===== config.mk =====
export PLATFORM = sky130hd
export DESIGN_NAME = obuf_arb_data
export DESIGN_NICKNAME = d
export VERILOG_FILES = /design/src/rtl/obuf_arb_data.sv
export SDC_FILE = /design/constraint.sdc
export NUM_CORES = 1
export LEC_CHECK = 0
export CAP_MARGIN = 15
export CELL_PAD_IN_SITES_DETAIL_PLACEMENT = 1
export CELL_PAD_IN_SITES_GLOBAL_PLACEMENT = 1
export CORE_MARGIN = 8
export CORE_UTILIZATION = 23
export DETAILED_ROUTE_END_ITERATION = 6
export PLACE_DENSITY = 0.7
export SYNTH_ARGS = -nofsm -noshare
export SYNTH_HDL_FRONTEND = slang
export SYNTH_SLANG_ARGS = --single-unit

===== constraint.sdc =====
create_clock -name clk -period 6.35 [get_ports clk]
set_input_delay 1.27 -clock clk [delete_from_list [all_inputs] [get_ports clk]]
set_output_delay 1.27 -clock clk [all_outputs]
set_load 0.02 [all_outputs]

===== src/rtl/obuf_arb_data.sv =====
`default_nettype none
// ============================================================================
// Module  : obuf_arb_data
// Brief   : Output-port stage. Round-robin arbiter over five input buffers
//           feeding a small FIFO with a valid/ready link to the neighbour.
// Rev     : 1.0
// ============================================================================
module obuf_arb_data #(
  parameter int PYLD_W = 23,
  parameter int NREQ   = 5,
  parameter int DEPTH  = 2
) (
  input  logic                         clk,
  input  logic                         rst_n,
  input  logic [NREQ-1:0]              req,
  input  logic [NREQ*PYLD_W-1:0]       pyld_in,
  input  logic                         pg_en,
  output logic [NREQ-1:0]              gnt,
  output logic                         obuf_rdy,
  output logic                         out_vld,
  input  logic                         out_rdy,
  output logic [PYLD_W-1:0]            out_pyld,
  output logic [$clog2(DEPTH):0]       occ
);

  localparam int IDX_W = $clog2(NREQ);
  localparam int PTR_W = $clog2(DEPTH);
  localparam int CNT_W = PTR_W + 1;

  logic [PYLD_W-1:0] r_mem [DEPTH];
  logic [PTR_W-1:0]  r_wr_ptr;
  logic [PTR_W-1:0]  r_rd_ptr;
  logic [CNT_W-1:0]  r_count;
  logic [IDX_W-1:0]  r_rr_ptr;

  logic              w_found;
  logic [IDX_W-1:0]  w_sel;
  logic [IDX_W-1:0]  w_cand;
  logic [IDX_W:0]    w_sum;
  logic [IDX_W-1:0]  w_rr_next;
  logic [PYLD_W-1:0] w_pyld;
  logic              w_accept;
  logic              w_pop;

  // Qualified by rst_n so no grant can escape while the port is held in reset.
  assign obuf_rdy = rst_n & (r_count < CNT_W'(DEPTH)) & ~pg_en;

  // Rotating first-found search starting at r_rr_ptr, modulo NREQ.
  always_comb begin
    w_found = 1'b0;
    w_sel   = '0;
    w_sum   = '0;
    w_cand  = '0;
    for (int i = 0; i < NREQ; i++) begin
      w_sum = {1'b0, r_rr_ptr} + (IDX_W+1)'(i);
      if (w_sum >= (IDX_W+1)'(NREQ))
        w_sum = w_sum - (IDX_W+1)'(NREQ);
      w_cand = w_sum[IDX_W-1:0];
      if (!w_found && req[w_cand]) begin
        w_found = 1'b1;
        w_sel   = w_cand;
      end
    end
  end

  always_comb begin
    gnt = '0;
    if (obuf_rdy && w_found)
      gnt[w_sel] = 1'b1;
  end

  always_comb begin
    w_pyld = '0;
    for (int j = 0; j < NREQ; j++) begin
      if (w_sel == IDX_W'(j))
        w_pyld = pyld_in[j*PYLD_W +: PYLD_W];
    end
  end

  assign w_rr_next = (w_sel == IDX_W'(NREQ-1)) ? '0 : w_sel + 1'b1;
  assign w_accept  = |gnt;
  assign out_vld   = (r_count != '0);
  assign w_pop     = out_vld & out_rdy;
  assign out_pyld  = r_mem[r_rd_ptr];
  assign occ       = r_count;

  always_ff @(posedge clk or negedge rst_n) begin
    if (!rst_n) begin
      r_wr_ptr <= '0;
      r_rd_ptr <= '0;
      r_count  <= '0;
      r_rr_ptr <= '0;
      for (int d = 0; d < DEPTH; d++)
        r_mem[d] <= '0;
    end else begin
      if (w_accept) begin
        r_mem[r_wr_ptr] <= w_pyld;
        r_wr_ptr        <= r_wr_ptr + 1'b1;
        r_rr_ptr        <= w_rr_next;
      end
      if (w_pop)
        r_rd_ptr <= r_rd_ptr + 1'b1;
      r_count <= r_count + {{PTR_W{1'b0}}, w_accept} - {{PTR_W{1'b0}}, w_pop};
    end
  end

endmodule
`default_nettype wire


==> Word-level counts from Yosys, hierarchy flattened <==
Cells that the tools add are included.
{ "totals": {"ff_bits": 53, "inputBits": 124, "out_inout_bits": 32} }
{ "op_classes": {"reduce_logical": 14, "bitwise_logic": 6, "addsub": 14, "n_eq_ne": 4, "order_cmp": 16, "mux": 40} }
{ "op_table": {"columns": ["op", "count"], "rows": [
  ["two-way mux 23 bit", 9],
  ["bitwise mux 46 bit", 1],
  ["two-way mux 3 bit", 11],
  ["< comparator 3 x 4 -> 1 bit (second input constant)", 6],
  ["demux 23 bit (select 1 bit)", 1],
  [">= comparator 4 x 3 -> 1 bit (second input constant)", 4],
  ["binary-select mux 1 bit (select 3 bit)", 5],
  ["subtractor 3 bit (second input constant)", 5],
  ["two-way mux 1 bit", 11],
  ["adder 3 x 2 -> 4 bit (second input constant)", 2],
  ["logical AND 1 bit", 7],
  ["equality test 3 x 2 -> 1 bit (second input constant)", 2],
  ["two-way mux 5 bit", 1],
  ["OR reduction 5 bit", 1],
  ["adder 3 x 1 -> 4 bit (second input constant)", 1],
  ["adder 3 x 3 -> 4 bit (second input constant)", 1],
  [">= comparator 2 bit (second input constant)", 2],
  ["zero test 1 bit", 4],
  ["NOT 1 -> 2 bit", 2],
  ["adder 3 x 1 -> 3 bit (second input constant)", 1],
  ["bitwise AND 1 bit", 3],
  ["demux 1 bit (select 3 bit)", 1],
  ["equality test 3 x 1 -> 1 bit (second input constant)", 1],
  ["equality test 3 bit (second input constant)", 1],
  ["other kinds (10)", 11]
]} }

==> Longest topological paths before layout <==
{ "depth": {"depth_word": 25, "depth_mapped": 22, "depth_no_buf": 21} }

==> Least setup slack after synthesis <==
Ideal clock, no wire load.
{ "synth_path": {"kind": "register -> output", "from": "reg r_rr_ptr[0]", "to": "out gnt[0]", "stages_incl_launch_ff": 15, "arrival_time_ns": 3.600, "path_buffers": 3, "setup_slack_ns": 1.480, "path_cell_list": "dfrtp_1 -> inv_2 -> ha_1 -> inv_1 -> fa_1 -> a21oi_1 -> mux2i_1 -> a21oi_1 -> a21oi_1 -> and4_1 -> buf_6 -> a221o_1 -> buf_6 -> buf_6 -> nor4b_1"} }
{ "synth_via": {"elab_chain_len": 22, "elab_cells_between_ends": 54, "classes_between": "add/sub: 9; order compare: 7; mux: 28; reduce/logical: 10"} }
{ "synth_rtl": {"columns": ["item", "line", "rtl"], "rows": [
  ["from (decl)", "34", "logic [IDX_W-1:0] r_rr_ptr;"],
  ["from (signal assigned)", "99", "r_rr_ptr <= w_rr_next;"],
  ["branches (longest 21 deep; another with adder 3 x 1 -> 4 bit)", null, null],
  ["two-way mux 5 bit *", "68", "if (obuf_rdy && w_found)"],
  ["to (decl)", "18", "output logic [NREQ-1:0] gnt,"]
]} }
Every way passes the cells marked *. The select of a mux whose other input is x is not followed.

==> Worst setup path after layout <==
{ "layout_path": {"from": "in req[2]", "to": "out gnt[3]"} }
{ "layout_via": {"elab_chain_len": 20, "elab_cells_between_ends": 35, "classes_between": "order compare: 2; mux: 23; reduce/logical: 10"} }
{ "layout_rtl": {"columns": ["item", "line", "rtl"], "rows": [
  ["from (decl)", "15", "input logic [NREQ-1:0] req,"],
  ["binary-select mux 1 bit (select 3 bit)", "59", "if (!w_found && req[w_cand]) begin"],
  ["two-way mux 1 bit (implied by the code)", "59", null],
  ["two-way mux 1 bit", "59", null],
  ["zero test 1 bit", "59", null],
  ["logical AND 1 bit", "59", null],
  ["two-way mux 1 bit", "59", null],
  ["zero test 1 bit", "59", null],
  ["logical AND 1 bit", "59", null],
  ["(+4 left out)", null, null],
  ["zero test 1 bit", "59", null],
  ["logical AND 1 bit", "59", null],
  ["two-way mux 3 bit", "59", null],
  ["< comparator 3 x 4 -> 1 bit (implied by the code) or >= comparator 3 x 1 -> 1 bit (tied branches)", "69", "gnt[w_sel] = 1'b1;"],
  ["logical AND 1 bit (implied by the code)", "69", null],
  ["two-way mux 1 bit (implied by the code)", "69", null],
  ["demux 1 bit (select 3 bit)", "69", null],
  ["two-way mux 5 bit *", "68", null]
]} }
Every way passes the cells marked *; elsewhere a longest branch is shown, timed or not. The select of a mux whose other input is x is not followed.

==> reports/metrics.cfg <==
[layout]
drive_gt1_frac=0.09682
layout.nets=800
layout.cells.non_filler=897
finalInstanceArea_um2=6341
fillers=2206
regArea_um2=1328
multi_input_area_um2=2855
area_growth_pct=43.45

[route]
wirelength_mm=18.05
via_per_inst=4.955
drt_drc_violations_left=0
dr.pass1.iters=4
routedWlPerCell_um=20.12
dr.first_iter.drc_count=183
ant_nets=0
dr_total_vias=4445

[critical_path]
critPathMaxStageDelay_ns=0.65
startpoint_type=input port
r2r_slack_ns=0.95
path_cells=clkdlybuf4s50_1 -> mux2i_1 -> a211oi_1 -> o2bb2ai_1 -> a311oi_1 -> and3_1 -> and4b_1 -> a21oi_1 -> inv_1 -> nor3_1 -> clkdlybuf4s50_1
endpoint_kind=output port
cp_max_fo=6
required_ns=5.08
crit_top_cell=clkdlybuf4s50_1
crit_arrival_ns=4.63
cp_slowest_cell=clkdlybuf4s50_1
worstSetupPathType=input port to output port

[cts]
cts.sinks=53
cts-hold-fix-buffers=0
cts_tree=built
path_clk_slew_ns=0.07
htreeDepth=2
cts_buffers=5
insertion_delay_ns=0.30
root_buffer=clkbuf_16
cts.path.max_buffers=2

[logic_synthesis]
synth_nets=666
synth_edf_count=0
synth_top_family_by_area=compound AO/OA/AOI/OAI gates
yosys_warnings=0
postSynth.asyncResetShare=1.000
synthMuxAreaShare=0.1319
synth-xor-area-share=0.01981
syn-instance-count=526
yosys.area_share.simple=0.1911
avgSynthCellArea_um2=8.404
synth_compound_area_frac=0.2519
synth_area_um2=4420
yosysUniqueCellTypes=63
synthFlopType=dfrtp_1
synthAdderAreaFrac=0.04699
synth_seq_cells=53
ys_seq_area_frac=0.3000

[grt]
grt_max_degree=54
grt_first_pass_wirelength_mm=27.86
grt_overflow=0
antenna_found_initial=2
grt_pass1_vias=4822
grt_usage=0.1477

[floorplanning]
coreArea_um2=18770
ios=156
die_h_um=154.6
chipWidth_um=154.6
start_util=0.2355
dieArea_um2=23910
rows=50

[sta]
tightest_slew_ns=1.132
slew_headroom=0.2456
fin_crit_sh=0.9289
finalSetupViolations=0
maxClockFrequency_ghz=0.1695
fin_skew_ns=0.008883
fin_crit_ns=5.898
finalSetupTns_ns=0
hold_violations=0
grt_setup_unrepaired=false
slew_violations=0

[place]
routabilityCongestion=0.8509
io_buffers=155
dpl.cell_count=885
dp_hpwl_mm=14.29
post_dp_cell_area_um2=6145

[status]
outcome=complete, no violations

[job]
maxCapViolCount=0

[min_path]
hp-class=flip-flop to flip-flop

==> cell usage in the layout, fill, tap and decap left out, types with 2 or more instances in the layout <==
cell	netlist	layout
or2_2	3	3
mux2_2	26	26
buf_4	2	11
diode_2	0	2
clkdlybuf4s50_1	0	154
and2_1	26	26
mux2i_1	29	29
a21oi_4	0	2
o31ai_1	3	3
o2111ai_1	2	2
nor2b_1	4	4
ha_1	15	14
a31oi_1	47	47
nand2b_1	4	4
nor3_1	6	6
a22oi_1	25	25
o211ai_1	24	24
and3_1	2	2
a211oi_1	3	3
inv_1	9	9
buf_12	0	2
o21ai_0	6	6
xnor2_1	9	9
a21oi_1	33	33
nor3b_1	2	2
inv_2	2	2
nor2_1	100	100
clkbuf_16	0	5
nand3_1	2	2
a211o_1	3	3
dfrtp_1	53	52
nand2_1	13	13
o21a_1	2	2
==> worst paths after layout <==
path | from | endpoint | cells past startpoint
hold reg to reg | r_wr_ptr | r_wr_ptr | 1
setup / recovery | req[2] | gnt[3] | 11
min in group asynchronous | rst_n | r_mem[39] | 2
setup reg to reg | r_rr_ptr[1] | r_mem[41] | 18
max in group asynchronous | rst_n | r_rr_ptr[1] | 2
hold / removal | r_wr_ptr | r_wr_ptr | 1
==> cell type report <==
class / instances / share of cell area
multi-input combinational: 421 / 0.4503
clock inverter: 3 / 0.003946
tap: 234 / 0.04617
clock buffer: 5 / 0.01973
timing repair buffer: 168 / 0.2632
sequential: 53 / 0.2094
inverter: 11 / 0.006511
antenna: 2 / 0.0007893
==> synth_stat cells (all sizes together), types with 3 or more instances <==
library cell | count | area, µm²
and2 | 26 | 162.7
nor3 | 6 | 30.03
o31ai | 3 | 22.52
nand2b | 4 | 25.02
inv | 11 | 41.29
nand2 | 13 | 48.80
o211ai | 24 | 180.2
buf | 12 | 107.6
xnor2 | 9 | 78.83
a31oi | 47 | 294.0
mux2i | 29 | 290.3
mux2 | 26 | 292.8
a211o | 3 | 26.28
nor2b | 5 | 38.78
dfrtp | 53 | 1326
nor2 | 100 | 375.4
o21ai | 7 | 35.03
a22oi | 25 | 187.7
or2 | 3 | 18.77
ha | 15 | 187.7
a211oi | 3 | 22.52
a21oi | 35 | 182.7
clkbuf | 29 | 108.9
==> state kept, by name (all words and copies together) (netlist names) <==
name      flops
r_mem        46
r_rr_ptr      3
occ           2
r_rd_ptr      1
r_wr_ptr      1
==> worst max-delay path, delay by kind of cell <==
family / cells / cell delay [ns]
buf+inv: 3 / 1.36
mux: 1 / 0.16
compound gates: 4 / 1.11
simple gates: 3 / 0.72
==> layer usage <==
layer	global-route usage	wire length [µm]	vias to the layer above
li1	-	-	2198
met3	0.02201	594	11
met1	0.1870	8387	2130
met5	0	0	-
met4	0.04666	284	0
met2	0.2532	8785	106
==> timing repair <==
item | 4_1_cts | 5_1_grt
gates resized for setup | 0 | 1
endpoints found under the setup margin | 0 | 3
buffers inserted | 0 | 0
==> cells by family after synthesis <==
group,Yosys count
adder cells (fa/ha/maj),16
AO/OA/AOI/OAI,165
buffers and inverters,52
XOR/XNOR,10
AND/OR/NAND/NOR,175
flip-flops,53
multiplexers,55
==> stage by stage <==
stage          hold slack [ns]    util  setup WS, ns
3_5_place_dp            0.4952  0.3274        0.4295
4_1_cts                 0.5106  0.3354        0.2641
3_3_place_gp            0.4756  0.3274        0.5985
2_1_floorplan           0.4591       -         1.480
5_1_grt                 0.5437  0.3379        0.1514
6_report                0.5020  0.3379        0.4516
Power is not shown: default switching activity piles up to over one toggle a cycle in this logic, so the estimate is an artifact.
